==> config.mk <==
export PLATFORM = sky130hd
export DESIGN_NAME = mux_arb_2
export DESIGN_NICKNAME = d
export VERILOG_FILES = /design/src/rtl/mux_arb_pkg.sv /design/src/rtl/out_reg_stage.sv /design/src/rtl/mux_arb_2.sv
export SDC_FILE = /design/constraint.sdc
export NUM_CORES = 1
export LEC_CHECK = 0
export BUFFER_PORTS_ARGS = -buffer_cell sky130_fd_sc_hd__clkbuf_2
export CELL_PAD_IN_SITES_DETAIL_PLACEMENT = 1
export CELL_PAD_IN_SITES_GLOBAL_PLACEMENT = 2
export CORE_MARGIN = 2
export CORE_UTILIZATION = 29
export DETAILED_ROUTE_END_ITERATION = 7
export GPL_TIMING_DRIVEN = 1
export PLACE_DENSITY = 0.89
export SLEW_MARGIN = 15
export SYNTH_ARGS = -nofsm -noshare
export SYNTH_HDL_FRONTEND = slang
export SYNTH_SLANG_ARGS = --single-unit
==> constraint.sdc <==
create_clock -name clk -period 5.21 [get_ports clk]
set_input_delay 1.042 -clock clk [delete_from_list [all_inputs] [get_ports clk]]
set_output_delay 1.042 -clock clk [all_outputs]
set_load 0.1 [all_outputs]
==> src/rtl/mux_arb_pkg.sv <==
// Shared types and select encoding for the two-input packet arbiter and its downstream 2:1 mux.
package mux_arb_pkg;

    typedef enum logic [1:0] {
        IDLE   = 2'd0,
        LOCK_A = 2'd1,
        LOCK_B = 2'd2
    } state_t;

    localparam logic SEL_A = 1'b0;
    localparam logic SEL_B = 1'b1;

endpackage

==> src/rtl/out_reg_stage.sv <==
// Single registered valid/payload stage; accepts a new word whenever empty or draining.
module out_reg_stage #(
    parameter int unsigned W = 9
) (
    input  logic         clk,
    input  logic         rst,
    input  logic         load,
    input  logic [W-1:0] d,
    input  logic         out_ready,
    output logic         valid,
    output logic [W-1:0] q,
    output logic         can_load
);

    assign can_load = !valid || out_ready;

    always_ff @(posedge clk) begin
        if (rst) begin
            valid <= 1'b0;
            q     <= '0;
        end else if (load) begin
            valid <= 1'b1;
            q     <= d;
        end else if (out_ready) begin
            valid <= 1'b0;
        end
    end

endmodule

==> src/rtl/mux_arb_2.sv <==
// Round-robin packet arbiter for two valid/ready streams; exports se/en to the downstream mux.
module mux_arb_2
    import mux_arb_pkg::*;
#(
    parameter int unsigned DATA_W    = 8,
    parameter int unsigned MAX_BEATS = 16
) (
    input  logic              clk,
    input  logic              rst,
    input  logic              a_valid,
    input  logic [DATA_W-1:0] a_data,
    input  logic              a_last,
    output logic              a_ready,
    input  logic              b_valid,
    input  logic [DATA_W-1:0] b_data,
    input  logic              b_last,
    output logic              b_ready,
    output logic              y_valid,
    output logic [DATA_W-1:0] y_data,
    output logic              y_last,
    input  logic              y_ready,
    output logic              se,
    output logic              en,
    output logic              err
);

    localparam int unsigned CNT_W = $clog2(MAX_BEATS + 1);

    state_t            state;
    logic              ptr;
    logic [CNT_W-1:0]  cnt;

    logic              can_load;
    logic              g_ready;
    logic              g_valid;
    logic              g_last;
    logic [DATA_W-1:0] g_data;
    logic              xfer;
    logic              at_max;
    logic              force_rel;
    logic              pkt_end;
    logic [DATA_W:0]   y_word;

    // Ready depends only on registered grant and the output stage's drain state.
    assign g_ready = en && can_load;
    assign a_ready = g_ready && (se == SEL_A);
    assign b_ready = g_ready && (se == SEL_B);

    // Only the granted channel reaches the datapath.
    assign g_valid = (se == SEL_B) ? b_valid : a_valid;
    assign g_last  = (se == SEL_B) ? b_last  : a_last;
    assign g_data  = (se == SEL_B) ? b_data  : a_data;

    assign xfer      = g_valid && g_ready;
    assign at_max    = (cnt == CNT_W'(MAX_BEATS - 1));
    assign force_rel = xfer && !g_last && at_max;
    assign pkt_end   = xfer && (g_last || at_max);

    out_reg_stage #(
        .W (DATA_W + 1)
    ) u_out (
        .clk       (clk),
        .rst       (rst),
        .load      (xfer),
        .d         ({g_last || at_max, g_data}),
        .out_ready (y_ready),
        .valid     (y_valid),
        .q         (y_word),
        .can_load  (can_load)
    );

    assign y_last = y_word[DATA_W];
    assign y_data = y_word[DATA_W-1:0];

    // Grant FSM with beat counter; a packet end or overrun hands priority to the other side.
    always_ff @(posedge clk) begin
        if (rst) begin
            state <= IDLE;
            ptr   <= SEL_A;
            se    <= SEL_A;
            en    <= 1'b0;
            err   <= 1'b0;
            cnt   <= '0;
        end else begin
            err <= 1'b0;
            case (state)
                IDLE: begin
                    if (a_valid && (!b_valid || ptr == SEL_A)) begin
                        state <= LOCK_A;
                        se    <= SEL_A;
                        en    <= 1'b1;
                    end else if (b_valid) begin
                        state <= LOCK_B;
                        se    <= SEL_B;
                        en    <= 1'b1;
                    end
                end
                LOCK_A, LOCK_B: begin
                    if (pkt_end) begin
                        state <= IDLE;
                        en    <= 1'b0;
                        ptr   <= ~se;
                        cnt   <= '0;
                        err   <= force_rel;
                    end else if (xfer) begin
                        cnt <= cnt + 1'b1;
                    end
                end
                default: begin
                    state <= IDLE;
                    en    <= 1'b0;
                    cnt   <= '0;
                end
            endcase
        end
    end

endmodule

# After elaboration in Yosys (flattened, before gate mapping)
# Index checks and enable logic that the tools add are counted.
classes:
  add_sub_neg: 1
  n_mux: 17
  bitwise: 5
  n_eq_ne: 6
  reduce_logical: 23
op_table:
  columns: ["operator", "n"]
  rows:
  - ["5-bit two-way mux", 2]
  - ["5-bit one-hot mux with 2 select lines", 1]
  - ["1-bit logical AND", 8]
  - ["1-bit two-way mux", 8]
  - ["8-bit two-way mux", 1]
  - ["2-bit AND reduction", 4]
  - ["2-bit two-way mux", 3]
  - ["3-bit inequality test, second input constant", 2]
  - ["5-bit by 1-bit adder with 5-bit output, second input constant", 1]
  - ["5-bit by 4-bit == test with 1-bit output, second input constant", 1]
  - ["1-bit NOT", 5]
  - ["2-bit one-hot mux with 2 select lines", 1]
  - ["2-bit nonzero test", 2]
  - ["1-bit zero test", 3]
  - ["1-bit logical OR", 3]
  - ["3-bit OR reduction", 1]
  - ["2-bit by 1-bit == test with 1-bit output, second input constant", 1]
  - ["2-bit == test, second input constant", 1]
  - ["2-bit zero test", 1]
  - ["2-bit inequality test, second input constant", 1]
  - ["1-bit one-hot mux with 2 select lines", 1]
  - ["2-bit OR reduction", 1]
totals:
  regBits: 21
  elab_cells: 60

# Depth between registers and ports, before layout
depth:
  word_depth: 7
  mapped_depth: 7
  depth_no_buf: 6

# Modules after synthesis
# From an unflattened synthesis, not the netlist that was laid out.
unflattened:
  hier_cells: 117
  area_unflattened_um2: 1083.5
modules_own_cells:
  columns: ["module", "n_inst", "area_each_um2", "cells_each"]
  rows:
  - ["mux_arb_2", 1, 728.2, 84]
  - ["out_reg_stage", 1, 355.3, 33]

# Least setup slack after synthesis
# Ideal clock, no wire load.
synth_timing:
  path_kind: "input-to-output"
  start: "in y_ready"
  end: "out a_ready"
  path_stages: 4
  t_arrival_ps: 2731
  slack_ps: 1437
  required_time_ps: 4168
  path_cell_list: "nand2b_1 > clkbuf_1 > nand2_1 > nor2_1"
synth_between:
  elab_chain_cells: 3
synth_rtl:
  columns: ["item", "line", "rtl"]
  rows:
  - ["from (decl)", "mux_arb_2.sv:21", "input logic y_ready,"]
  - ["1-bit logical OR", "out_reg_stage.sv:15", "assign can_load = !valid || out_ready;"]
  - ["1-bit logical AND", "mux_arb_2.sv:45", "assign g_ready = en && can_load;"]
  - ["1-bit logical AND", "mux_arb_2.sv:46", "assign a_ready = g_ready && (se == SEL_A);"]
  - ["to (decl)", "mux_arb_2.sv:13", "output logic a_ready,"]
# No other way between the ends.

# Worst setup path in the final report
# Ends and elaborated chain as after synthesis.

==> metrics.md <==
| Metric | Value |
|---|---|
| Clk buf depth | `2` |
| CTS H-tree lvls | `1` |
| Filler Cell Count | `between 400 and 500` |
| Max-cap violations | `0` |
| Fraction of layout cells with a size suffix above 1 | `0.315` |
| Resized Gates After CTS | `0` |
| Die Ht | `62.5 microns` |
| Mapped Cells | `between 100 and 150` |
| Final Hold Viols | `0` |
| Yosys reg bits | `21` |
| Critical-path maximum fanout | `8` |
| CTS tree | `yes` |
| Clock latency on the worst-skew pair | `0.32 ns` |
| Mapped Nets | `between 100 and 150` |
| # rows | `21` |
| Setup TNS | `0 ns` |
| Pleak | `~0.52 nW` |
| Worst setup SP type | `input pin` |
| Setup repair after global routing missed its margin | `no` |
| PwrDens | `around 580 nW/um^2` |
| Worst setup EP type | `output port` |
| Iter 0 DRT Violations | `21` |
| Vias/cell | `4.98` |
| CP bufs+invs | `2` |
| Vias in the first global route | `roughly 950` |
| Synthesized area per cell | `just over 9 sq um` |
| Final wirelength | `~2.6 mm` |
| Sequential area share after synthesis | `0.424` |
| GR Layer Usage met3 | `0.0234` |
| Status | `finished clean` |
| Drt wl/cell | `13.7 microns` |
| Worst-margin pin slew | `0.739 ns` |
| Core area | `around 3300 sq um` |
| Worst hold path type | `register to register` |
| Yosys warning total | `0` |
| Syn-to-layout area delta | `24.6%` |
| Period utilization | `0.589` |
| Peak supply drop | `approximately 0.00012 V` |
| Slew headroom | `0.507` |
| Final setup margin | `2.14 ns` |
| Setup violators final | `0` |
| CTS Hold Buffers Added | `0` |
| Max Fclk | `roughly 330 MHz` |
| Post-Place Worst Slack | `approximately 2.2 ns` |
| Critical path's top delay family | `buffers and inverters` |
| Setup Fix Bufs, Post-CTS | `0` |
| Initial Utilization | `0.300` |
| Largest net degree at the start of global routing | `20` |
| GR Overflow Total | `0` |
| First-pass GRT wire length | `4.28 mm` |
| Slew Viols, Final | `0` |
| Diode count | `0` |
| IO Pins | `38` |
| Met1 GRT Util | `0.153` |
| Initial antenna violation count | `0` |
| WP data arrival | `2.03 ns` |
| Slowest cell on the critical path | `clkbuf_2` |
| WHS | `~0.48 ns` |
| CP Cell Sequence | `clkbuf_2 > nand2b_1 > nand2_1 > nor2_1 > clkbuf_2` |
| Syn Std Cell Area | `992 sq um` |
| Antenna-violating nets left | `0` |
| Total global-route track usage | `0.139` |
| Critical Path RT | `between 4 and 5 ns` |
| Setup CP Type | `input pin to output port` |
| Most used cell along the critical path | `clkbuf_2` |
| Chip width | `approximately 62 microns` |
| Tmin final | `~3.1 ns` |
| Routability cong. | `~0.72` |
| Sink Count | `21` |
| Met2 Track Usage GR | `0.253` |
| CTS root buf | `clkbuf_4` |
| Drc violations | `0` |
| Via count | `between 900 and 1,000` |
| CP max stage delay | `roughly 0.47 ns` |
| Post-detail-place hpwl | `2.00 mm` |
| Clock-pin slew on the worst setup and hold paths | `approximately 0.11 ns` |
| Die Area | `~3900 sq um` |
| Final #Nets | `between 150 and 200` |
| IO buf count | `37` |
| Most Crowded Layer GR | `met2` |
| Synth cell types | `32` |
| Initial DRT Pass Iterations | `4` |
| Cts bufs inserted | `3` |
| Clk_skew | `between 0.005 and 0.006 ns` |
-- logic make-up after synthesis --
logic type / synth area share
flip-flops: 0.424
adder cells (fa/ha/maj): 0.0378
AO/OA/AOI/OAI: 0.216
buffers and inverters: 0.0479
multiplexers: 0.107
AND/OR/NAND/NOR: 0.168
-- cell type report --
class | count | area, sq um | share of cell area
Tap cell | 46 | 57.6 | 0.0466
Sequential cell | 21 | 420 | 0.340
Multi-Input combinational cell | 75 | 524 | 0.424
Clock buffer | 4 | 26.3 | 0.0213
Inverter | 6 | 22.5 | 0.0182
Timing Repair Buffer | 37 | 185 | 0.150
-- where the power goes --
group	internal, W	switching, W	total, W	leakage (nW)
sequential	0.000192	0.0000341	0.000226	0.171
combinational	0.0000920	0.000321	0.000413	0.329
clock	0.0000300	0.0000505	0.0000805	0.0150
-- through the flow --
stage          instances   util  total power, W  area [sq um]
2_1_floorplan        108      -        0.000572           992
3_3_place_gp         185  0.365        0.000633          1210
3_5_place_dp         185  0.365        0.000645          1210
4_1_cts              189  0.373        0.000730          1240
5_1_grt              189  0.373        0.000762          1240
6_report             189  0.373        0.000720          1240
-- worst register-to-register path, delay by kind of cell (launching register included) --
kind / cells / cell delay [ns]
AOI/OAI and AO/OA: 3 / 0.84
DFF: 1 / 0.82
muxes: 1 / 0.45
-- cell usage in the layout (no fill, tap or decap), types with 6 or more instances in the layout --
cell type | Yosys | layout
a211oi_1 | 9 | 9
clkbuf_2 | 0 | 37
dfxtp_1 | 21 | 21
nor2_1 | 14 | 14
mux2i_1 | 8 | 8
inv_1 | 6 | 6
a21oi_1 | 7 | 7
-- sequential cells by signal, indices dropped and copies added, names as in the netlist --
signal and flops:
cnt 5, ptr 1, en 1, u_out.q 9
se 1, state 2, err 1, u_out.valid 1
-- per-layer routing --
| metal | up-vias | part of all wire |
|---|---|---|
| met4 | 0 | 0.025 |
| met2 | 21 | 0.52 |
| met1 | 448 | 0.42 |
| met3 | 5 | 0.039 |
| met5 | - | 0 |
| li1 | 467 | - |
-- synth_stat cells (all sizes together) --
cell type	n	area share
nand4	1	0.0063
o32ai	1	0.0088
a41oi	1	0.016
o2111ai	1	0.0088
a32o	2	0.020
clkbuf	4	0.015
o21ai	3	0.015
nand3	3	0.015
or3	3	0.019
o21ba	1	0.010
a21oi	7	0.035
nor2	14	0.053
dfxtp	21	0.42
a211oi	9	0.068
or4b	1	0.010
nor4b	1	0.0088
inv	6	0.023
mux2	2	0.026
a31oi	1	0.0063
buf	2	0.010
a22oi	1	0.0076
ha	3	0.038
mux2i	8	0.081
nor3	1	0.0050
and3	3	0.019
nand2	3	0.011
a21boi	1	0.0076
nand2b	1	0.0063
and2	1	0.0063
o221a	1	0.011
nor3b	1	0.0076
-- worst paths after layout --
check	from	end	slack [ns]	depth (start not counted)
worst max-delay path	y_ready	a_ready	2.14	5
worst min-delay path	u_out.q[8]	u_out.q[8]	0.48	2
worst max register to register	se	state[1]	3.01	4
worst min register to register	u_out.q[8]	u_out.q[8]	0.48	2
Power figures use the tool's default switching activity.
